===== src/rtl/rx_os_detector_if.sv =====
// Symbol-stream bundle between the 8b/10b decoder, the ordered-set detector
// and the descrambler stage.
interface rx_os_detector_if;
  logic       in_valid;
  logic [7:0] data_in;
  logic       is_kcode_in;
  logic       decode_err;
  logic       out_valid;
  logic [7:0] data_out;
  logic       is_kcode_out;
  logic       ts_os_flag;
  logic       ts1_det;
  logic       ts2_det;
  logic       skp_os_det;
  logic       eios_det;
  logic [3:0] ts_cnt;
  logic       ts_err;

  modport slave (
    input  in_valid, data_in, is_kcode_in, decode_err,
    output out_valid, data_out, is_kcode_out, ts_os_flag,
           ts1_det, ts2_det, skp_os_det, eios_det, ts_cnt, ts_err
  );

  modport master (
    output in_valid, data_in, is_kcode_in, decode_err,
    input  out_valid, data_out, is_kcode_out, ts_os_flag,
           ts1_det, ts2_det, skp_os_det, eios_det, ts_cnt, ts_err
  );
endinterface


===== src/rtl/rx_os_detector.sv =====
// Ordered-set classifier with a LAT-symbol delay line that tags TS1/TS2 bodies.
// Define OSDET_TS_CHECK_EN to also check TS body symbols idx 7..15 (ts_err).
module rx_os_detector #(
  parameter int LAT = 7
) (
  input  logic            clk,
  input  logic            rst,
  rx_os_detector_if.slave bus
);
  localparam int FW       = $clog2(LAT + 1);
  localparam int HDR_MARK = 6;

  typedef enum logic [2:0] {IDLE, OS_HDR, TS_BODY, SKP_RUN, EIOS_RUN} state_e;
  typedef struct packed {
    logic       flag;
    logic       k;
    logic [7:0] data;
  } sym_t;

  sym_t [LAT-1:0] dl_q;
  logic [FW-1:0]  fill_q;
  logic           out_valid_q;
  state_e         state_q, state_d;
  logic [3:0]     idx_q, idx_d, nidx;
  logic [3:0]     ts_cnt_q, ts_cnt_d;
  logic [1:0]     ts_type_q, ts_type_d;
  logic           ts1_q, ts1_d, ts2_q, ts2_d, skp_q, skp_d, eios_q, eios_d;
  logic           decide, in_flag;
  logic           is_com, is_skp, is_eie, is_ts1, is_ts2;
`ifdef OSDET_TS_CHECK_EN
  logic [7:0]     ident_q, ident_d;
  logic           ts_err_q, ts_err_d;
`endif

  assign is_com = bus.is_kcode_in  && (bus.data_in == 8'hBC);
  assign is_skp = bus.is_kcode_in  && (bus.data_in == 8'h1C);
  assign is_eie = bus.is_kcode_in  && (bus.data_in == 8'h7C);
  assign is_ts1 = !bus.is_kcode_in && (bus.data_in == 8'h4A);
  assign is_ts2 = !bus.is_kcode_in && (bus.data_in == 8'h45);
  assign nidx   = idx_q + 4'd1;

  always_comb begin
    state_d   = state_q;
    idx_d     = idx_q;
    ts_cnt_d  = ts_cnt_q;
    ts_type_d = ts_type_q;
    ts1_d     = 1'b0;
    ts2_d     = 1'b0;
    skp_d     = 1'b0;
    eios_d    = 1'b0;
    decide    = 1'b0;
    in_flag   = 1'b0;
`ifdef OSDET_TS_CHECK_EN
    ident_d   = ident_q;
    ts_err_d  = 1'b0;
`endif
    if (bus.in_valid) begin
      if (bus.decode_err) ts_cnt_d = '0;
      // Once a TS is decided its body keeps flagging through errors.
      if (bus.decode_err && state_q != TS_BODY) begin
        state_d = IDLE;
      end else if (is_com) begin
        state_d = OS_HDR;
        idx_d   = '0;
      end else begin
        idx_d = nidx;
        unique case (state_q)
          OS_HDR: begin
            if (nidx == 4'd1 && is_skp) begin
              state_d = SKP_RUN;
              skp_d   = 1'b1;
            end else if (nidx == 4'd1 && is_eie) begin
              state_d = EIOS_RUN;
            end else if (nidx == 4'd6) begin
              if (is_ts1 || is_ts2) begin
                state_d   = TS_BODY;
                decide    = 1'b1;
                in_flag   = 1'b1;
                ts1_d     = is_ts1;
                ts2_d     = is_ts2;
                ts_type_d = is_ts1 ? 2'd1 : 2'd2;
                if (ts_type_d != ts_type_q) ts_cnt_d = 4'd1;
                else if (ts_cnt_q != 4'hF)  ts_cnt_d = ts_cnt_q + 4'd1;
`ifdef OSDET_TS_CHECK_EN
                ident_d   = bus.data_in;
`endif
              end else begin
                state_d  = IDLE;
                ts_cnt_d = '0;
              end
            end
          end
          TS_BODY: begin
            in_flag = 1'b1;
`ifdef OSDET_TS_CHECK_EN
            if (bus.is_kcode_in || bus.data_in != ident_q) begin
              ts_err_d = 1'b1;
              ts_cnt_d = '0;
            end
`endif
            if (nidx == 4'd15) state_d = IDLE;
          end
          SKP_RUN: if (!is_skp) state_d = IDLE;
          EIOS_RUN: begin
            if (!is_eie) begin
              state_d = IDLE;
            end else if (nidx == 4'd3) begin
              eios_d   = 1'b1;
              ts_cnt_d = '0;
              state_d  = IDLE;
            end
          end
          default: ;
        endcase
      end
    end
  end

  always_ff @(posedge clk or negedge rst) begin
    if (!rst) begin
      dl_q        <= '0;
      fill_q      <= '0;
      out_valid_q <= 1'b0;
      state_q     <= IDLE;
      idx_q       <= '0;
      ts_cnt_q    <= '0;
      ts_type_q   <= '0;
      ts1_q       <= 1'b0;
      ts2_q       <= 1'b0;
      skp_q       <= 1'b0;
      eios_q      <= 1'b0;
    end else begin
      state_q     <= state_d;
      idx_q       <= idx_d;
      ts_cnt_q    <= ts_cnt_d;
      ts_type_q   <= ts_type_d;
      ts1_q       <= ts1_d;
      ts2_q       <= ts2_d;
      skp_q       <= skp_d;
      eios_q      <= eios_d;
      out_valid_q <= bus.in_valid && (fill_q >= FW'(LAT - 1));
      if (bus.in_valid) begin
        if (fill_q != FW'(LAT)) fill_q <= fill_q + 1'b1;
        dl_q[0] <= {in_flag, bus.is_kcode_in, bus.data_in};
        // At the idx6 decision, stages 1..5 hold idx5..idx1 of the same OS.
        for (int i = 1; i < LAT; i++)
          dl_q[i] <= {dl_q[i-1].flag | (decide && i < HDR_MARK), dl_q[i-1].k, dl_q[i-1].data};
      end
    end
  end

`ifdef OSDET_TS_CHECK_EN
  always_ff @(posedge clk or negedge rst) begin
    if (!rst) begin
      ident_q  <= '0;
      ts_err_q <= 1'b0;
    end else begin
      ident_q  <= ident_d;
      ts_err_q <= ts_err_d;
    end
  end
  assign bus.ts_err = ts_err_q;
`else
  assign bus.ts_err = 1'b0;
`endif

  assign bus.out_valid    = out_valid_q;
  assign bus.data_out     = dl_q[LAT-1].data;
  assign bus.is_kcode_out = dl_q[LAT-1].k;
  assign bus.ts_os_flag   = dl_q[LAT-1].flag;
  assign bus.ts1_det      = ts1_q;
  assign bus.ts2_det      = ts2_q;
  assign bus.skp_os_det   = skp_q;
  assign bus.eios_det     = eios_q;
  assign bus.ts_cnt       = ts_cnt_q;
endmodule


===== src/flat_wrapper.sv =====
// flat-port wrapper written by rule: the top's interface ports become plain ports
module rx_os_detector_flat 
#(
  parameter int LAT = 7
)
  (clk, rst, bus_in_valid, bus_data_in, bus_is_kcode_in, bus_decode_err, bus_out_valid, bus_data_out, bus_is_kcode_out, bus_ts_os_flag, bus_ts1_det, bus_ts2_det, bus_skp_os_det, bus_eios_det, bus_ts_cnt, bus_ts_err);
  rx_os_detector_if bus_i ();
  input  logic clk;
  input  logic rst;
  input wire logic [$bits(bus_i.in_valid)-1:0] bus_in_valid;
  input wire logic [$bits(bus_i.data_in)-1:0] bus_data_in;
  input wire logic [$bits(bus_i.is_kcode_in)-1:0] bus_is_kcode_in;
  input wire logic [$bits(bus_i.decode_err)-1:0] bus_decode_err;
  output wire logic [$bits(bus_i.out_valid)-1:0] bus_out_valid;
  output wire logic [$bits(bus_i.data_out)-1:0] bus_data_out;
  output wire logic [$bits(bus_i.is_kcode_out)-1:0] bus_is_kcode_out;
  output wire logic [$bits(bus_i.ts_os_flag)-1:0] bus_ts_os_flag;
  output wire logic [$bits(bus_i.ts1_det)-1:0] bus_ts1_det;
  output wire logic [$bits(bus_i.ts2_det)-1:0] bus_ts2_det;
  output wire logic [$bits(bus_i.skp_os_det)-1:0] bus_skp_os_det;
  output wire logic [$bits(bus_i.eios_det)-1:0] bus_eios_det;
  output wire logic [$bits(bus_i.ts_cnt)-1:0] bus_ts_cnt;
  output wire logic [$bits(bus_i.ts_err)-1:0] bus_ts_err;
  assign bus_i.in_valid = bus_in_valid;
  assign bus_i.data_in = bus_data_in;
  assign bus_i.is_kcode_in = bus_is_kcode_in;
  assign bus_i.decode_err = bus_decode_err;
  assign bus_out_valid = bus_i.out_valid;
  assign bus_data_out = bus_i.data_out;
  assign bus_is_kcode_out = bus_i.is_kcode_out;
  assign bus_ts_os_flag = bus_i.ts_os_flag;
  assign bus_ts1_det = bus_i.ts1_det;
  assign bus_ts2_det = bus_i.ts2_det;
  assign bus_skp_os_det = bus_i.skp_os_det;
  assign bus_eios_det = bus_i.eios_det;
  assign bus_ts_cnt = bus_i.ts_cnt;
  assign bus_ts_err = bus_i.ts_err;
  rx_os_detector #(.LAT(LAT)) u_core (.clk(clk), .rst(rst), .bus(bus_i));
endmodule

===== config.mk =====
export PLATFORM = sky130hd
export DESIGN_NAME = rx_os_detector_flat
export DESIGN_NICKNAME = d
export VERILOG_FILES = /design/src/rtl/rx_os_detector_if.sv /design/src/rtl/rx_os_detector.sv /design/src/flat_wrapper.sv
export SDC_FILE = /design/constraint.sdc
export NUM_CORES = 1
export LEC_CHECK = 0
export CAP_MARGIN = 20
export CORE_MARGIN = 10
export CORE_UTILIZATION = 48
export CTS_BUF_LIST = sky130_fd_sc_hd__clkbuf_2
export CTS_CLUSTER_SIZE = 8
export DETAILED_ROUTE_END_ITERATION = 16
export PLACE_DENSITY_LB_ADDON = 0.2
export REMOVE_ABC_BUFFERS = 1
export SYNTH_ARGS = -nofsm -noshare
export SYNTH_HDL_FRONTEND = slang
export SYNTH_SLANG_ARGS = --single-unit

===== constraint.sdc =====
create_clock -name clk -period 2.5 [get_ports clk]
set_clock_uncertainty 0.15 [all_clocks]
set_input_delay 0.25 -clock clk [delete_from_list [all_inputs] [get_ports clk]]
set_output_delay 0.25 -clock clk [all_outputs]
set_load 0.02 [all_outputs]

==> summary.md <==
| Metric | Value |
|---|---|
| Status | complete, no violations |
| Hold Fails Final Rpt | 0 |
| Hold Path Class | in -> reg |
| Relative slew slack | 63.2% |
| Synthesized instance count | 333 |
| Synth cell types | 56 |
| Routability Congestion | 0.869 |
| Crit path launch type | flop |
| Cell mode on critical path | buf_4 |
| Largest delay contributor family on the critical path | simple AND/OR/NAND/NOR gates |
| Fmax | 424 MHz |
| Final instance area | 0.00495 mm2 |
| Crit path buf inv count | 3 |
| DRC viols | 0 |
| Worst skew pair latency | 0.56 ns |
| # IOs | 33 |
| Fraction of layout cells with a size suffix above 1 | 33.8% |
| Antenna viol nets, final | 0 |
| Max-cap viol count | 0 |
| Pins Over Slew Limit | 0 |
| Gr ovfl total | 0 |
| Async SR Flop Fraction | 100% |
| Die Area | 0.0128 mm2 |
| Clock buffer depth | 2 |
| CTS root buf | clkbuf_2 |
| Sequential fraction of the synthesis area | 54.7% |
| WL met2 | 3650 um |
| Largest net degree at the start of global routing | 68 |
| Leak | 2.12 nW |
| CP max-delay cell | dfrtp_2 |
| CP peak stage delay | 0.52 ns |
| Setup CP Type | reg -> reg |
| Metal1 wirelength | 3740 um |
| Fin crit period | 2.36 ns |
| Vias | 2,707 |
| Worst Path Required | 2.83 ns |
| Vias in the first global route | 2,705 |
| Worst Hold Path Cells | 2 |
| Post-synth EDFFs | 0 |
| Worst-path cell chain | ha_4, buf_4, nor2b_1, a32o_1, nand3_1, nor4_4, buf_4, inv_1, nor2_1 |
| Avg Cell Area, Syn | 12.5 um2 |
| Initial antenna violation count | 1 |
| Post-Route WL | 7910 um |
| Yosys warns | 0 |
| Reg2reg path depth | 9 |
| Core box area | 0.00834 mm2 |
| Synthesis-to-layout area growth | 19.0% |
| First-pass GRT wire length | 13,300 um |
| CP arrival | 2.69 ns |
| # setup viols final | 0 |
| Main synth FF type | dfrtp_1 |
| Pre-Repair DR Iteration Count | 5 |
| Worst setup EP type | flop |
| H-tree depth | 3 |
| Clk sink count | 91 |
| Final-stage net count | 407 |
| Avg WL per Cell | 15.9 um |
| Slew @ Worst Pin | 0.547 ns |
| Number of vias per cell | 5.45 |
| CTS tree | built |
| Initial Util | 49.9% |
| Die width | 113 um |
| WL met3 | 382 um |
| IO Port Bufs | 31 |
| Number of buffers created by CTS | 9 |
| Dpl hpwl | 5510 um |
| Iteration-0 DRC Markers | 113 |
| GRT Total Usage | 12.5% |
| Placed Cells | 472 |
| Period utilization | 94.4% |
| RSZ-0062 raised after global routing | false |
| Final std cells w/o fill | 497 |
| CP Max Fanout | 6 |
| Peak supply drop | 0.451 mV |
| Critical path depth in cells | 9 |
| Synth Cell Area | 0.00416 mm2 |
| Power Density | 738 mW/mm2 |
| Die Ht | 113 um |
| Post-synthesis register bit count | 91 |
| Top Metal Used | met4 |
| Site Rows | 33 |
| Clk slew on worst S/H paths | 0.29 ns |
| Placed Area | 0.00468 mm2 |
==> cell usage after synthesis, drive strengths merged, types with 2 or more instances <==
cell | count | share of area [%]
dfrtp | 91 | 55
mux2 | 68 | 18
nor2 | 19 | 1.7
o21ai | 15 | 1.8
inv | 14 | 1.3
buf | 13 | 2.2
a21oi | 12 | 1.4
nand2 | 10 | 0.90
clkbuf | 9 | 0.81
ha | 8 | 2.4
nand3 | 6 | 0.72
nor3 | 6 | 0.72
a22o | 4 | 0.84
nor2b | 4 | 0.60
a211oi | 3 | 0.54
a41oi | 3 | 0.63
and3 | 3 | 0.45
nand4 | 3 | 0.45
nor3b | 3 | 0.81
a32o | 2 | 0.48
and2 | 2 | 0.30
nand2b | 2 | 0.30
nand3b | 2 | 0.36
nor4 | 2 | 0.66
nor4b | 2 | 0.78
o31ai | 2 | 0.36
or4bb | 2 | 0.54
xnor2 | 2 | 0.42
==> cell usage in the layout (no fill, tap or decap), types with 4 or more instances in the layout <==
cell type and instances:
dfrtp_1 89, mux2_2 68, clkdlybuf4s50_1 29, buf_4 28, nor2_1 18, inv_1 14
a21oi_1 12, o21ai_0 12, nand2_1 10, clkbuf_2 9, ha_1 7, nand3_1 6
nor3_1 6, nor2b_1 4, a22o_1 4, dlygate4sd3_1 4
==> state kept, by name (all words and copies together), names as in the netlist <==
signal / flops
u_core.bus.data_out: 8
u_core.bus.eios_det: 1
u_core.bus.is_kcode_out: 1
u_core.bus.out_valid: 1
u_core.bus.skp_os_det: 1
u_core.bus.ts1_det: 1
u_core.bus.ts2_det: 1
u_core.bus.ts_cnt: 4
u_core.bus.ts_os_flag: 1
u_core.dl_q: 60
u_core.fill_q: 3
u_core.idx_q: 4
u_core.state_q: 3
u_core.ts_type_q: 2
==> stage by stage <==
stage / setup TNS, ns / util, % / worst slack (ns) / hold WS, ns / total power, mW
floorplan: 0 / - / 0.174 / -0.196 / 2.44
global placement: -1.24 / 56.1 / -0.166 / 0.0980 / 2.77
detailed placement: -2.13 / 56.1 / -0.228 / 0.0979 / 2.82
CTS: 0 / 58.5 / 0.0229 / 0.172 / 3.65
global route: 0 / 59.3 / 0.0452 / 0.182 / 3.89
finish: 0 / 59.3 / 0.139 / 0.201 / 3.65
==> what timing repair did <==
| action | in CTS | in global routing |
|---|---|---|
| gates cloned | 0 | 0 |
| gates resized for setup | 2 | 10 |
| pin swaps | 1 | 2 |
| setup endpoints to repair | 1 | 6 |
| hold buffers | 4 | 0 |
| endpoints found under the hold margin | 97 | 0 |
| setup buffers | 2 | 2 |
==> metal layers <==
layer	up-vias	global-route usage [%]
met5	-	0
met4	0	5.50
met2	53	19.3
met1	1351	16.4
met3	8	2.80
li1	1295	-
==> layout make-up <==
class	instances	area, um2
well taps	105	131
clock inverters	7	92.6
fillers	681	3390
inverters	14	52.6
multi-input cells	206	1760
repair buffers	64	586
flip-flops and latches	91	2280
diodes	1	2.50
clock buffers	9	45.0
==> path summary, 6_finish.rpt <==
| path | start | to | slack, ns |
|---|---|---|---|
| worst min register to register | u_core.dl_q[20]$_DFFE_PN0P_ | u_core.dl_q[30]$_DFFE_PN0P_ | 0.36 |
| worst min-delay path | bus_data_in[1] | u_core.ts_type_q[1]$_DFFE_PN0P_ | 0.20 |
| min in group asynchronous | rst | u_core.ts_type_q[0]$_DFFE_PN0P_ | 0.55 |
| worst max-delay path | u_core.idx_q[1]$_DFFE_PN0P_ | u_core.bus.ts2_det$_DFF_PN0_ | 0.14 |
| worst max register to register | u_core.idx_q[1]$_DFFE_PN0P_ | u_core.bus.ts2_det$_DFF_PN0_ | 0.14 |
| max in group asynchronous | rst | u_core.dl_q[24]$_DFFE_PN0P_ | 0.82 |
==> kinds of logic (layout without fill, tap and decap cells) <==
family                     count (synthesis)  after routing  synth area share [%]
and+or+nand+nor                           74             74                  11.1
AOI/OAI and AO/OA                         53             53                  8.57
muxes                                     68             68                  18.4
other                                      1              2                0.0901
DFF                                       91             91                  54.7
xor gates and xnor gates                   2              2                 0.421
adders and majority gates                  8              8                  2.41
buffers and inverters                     36             94                  4.30
==> report_power, final <==
part	internal, mW	total, mW	switching (mW)
registers	1.78	1.97	0.191
clock network	0.259	0.812	0.553
logic	0.495	0.870	0.375
total	2.53	3.65	1.12
No activity file was read; power rests on OpenSTA's default activity.
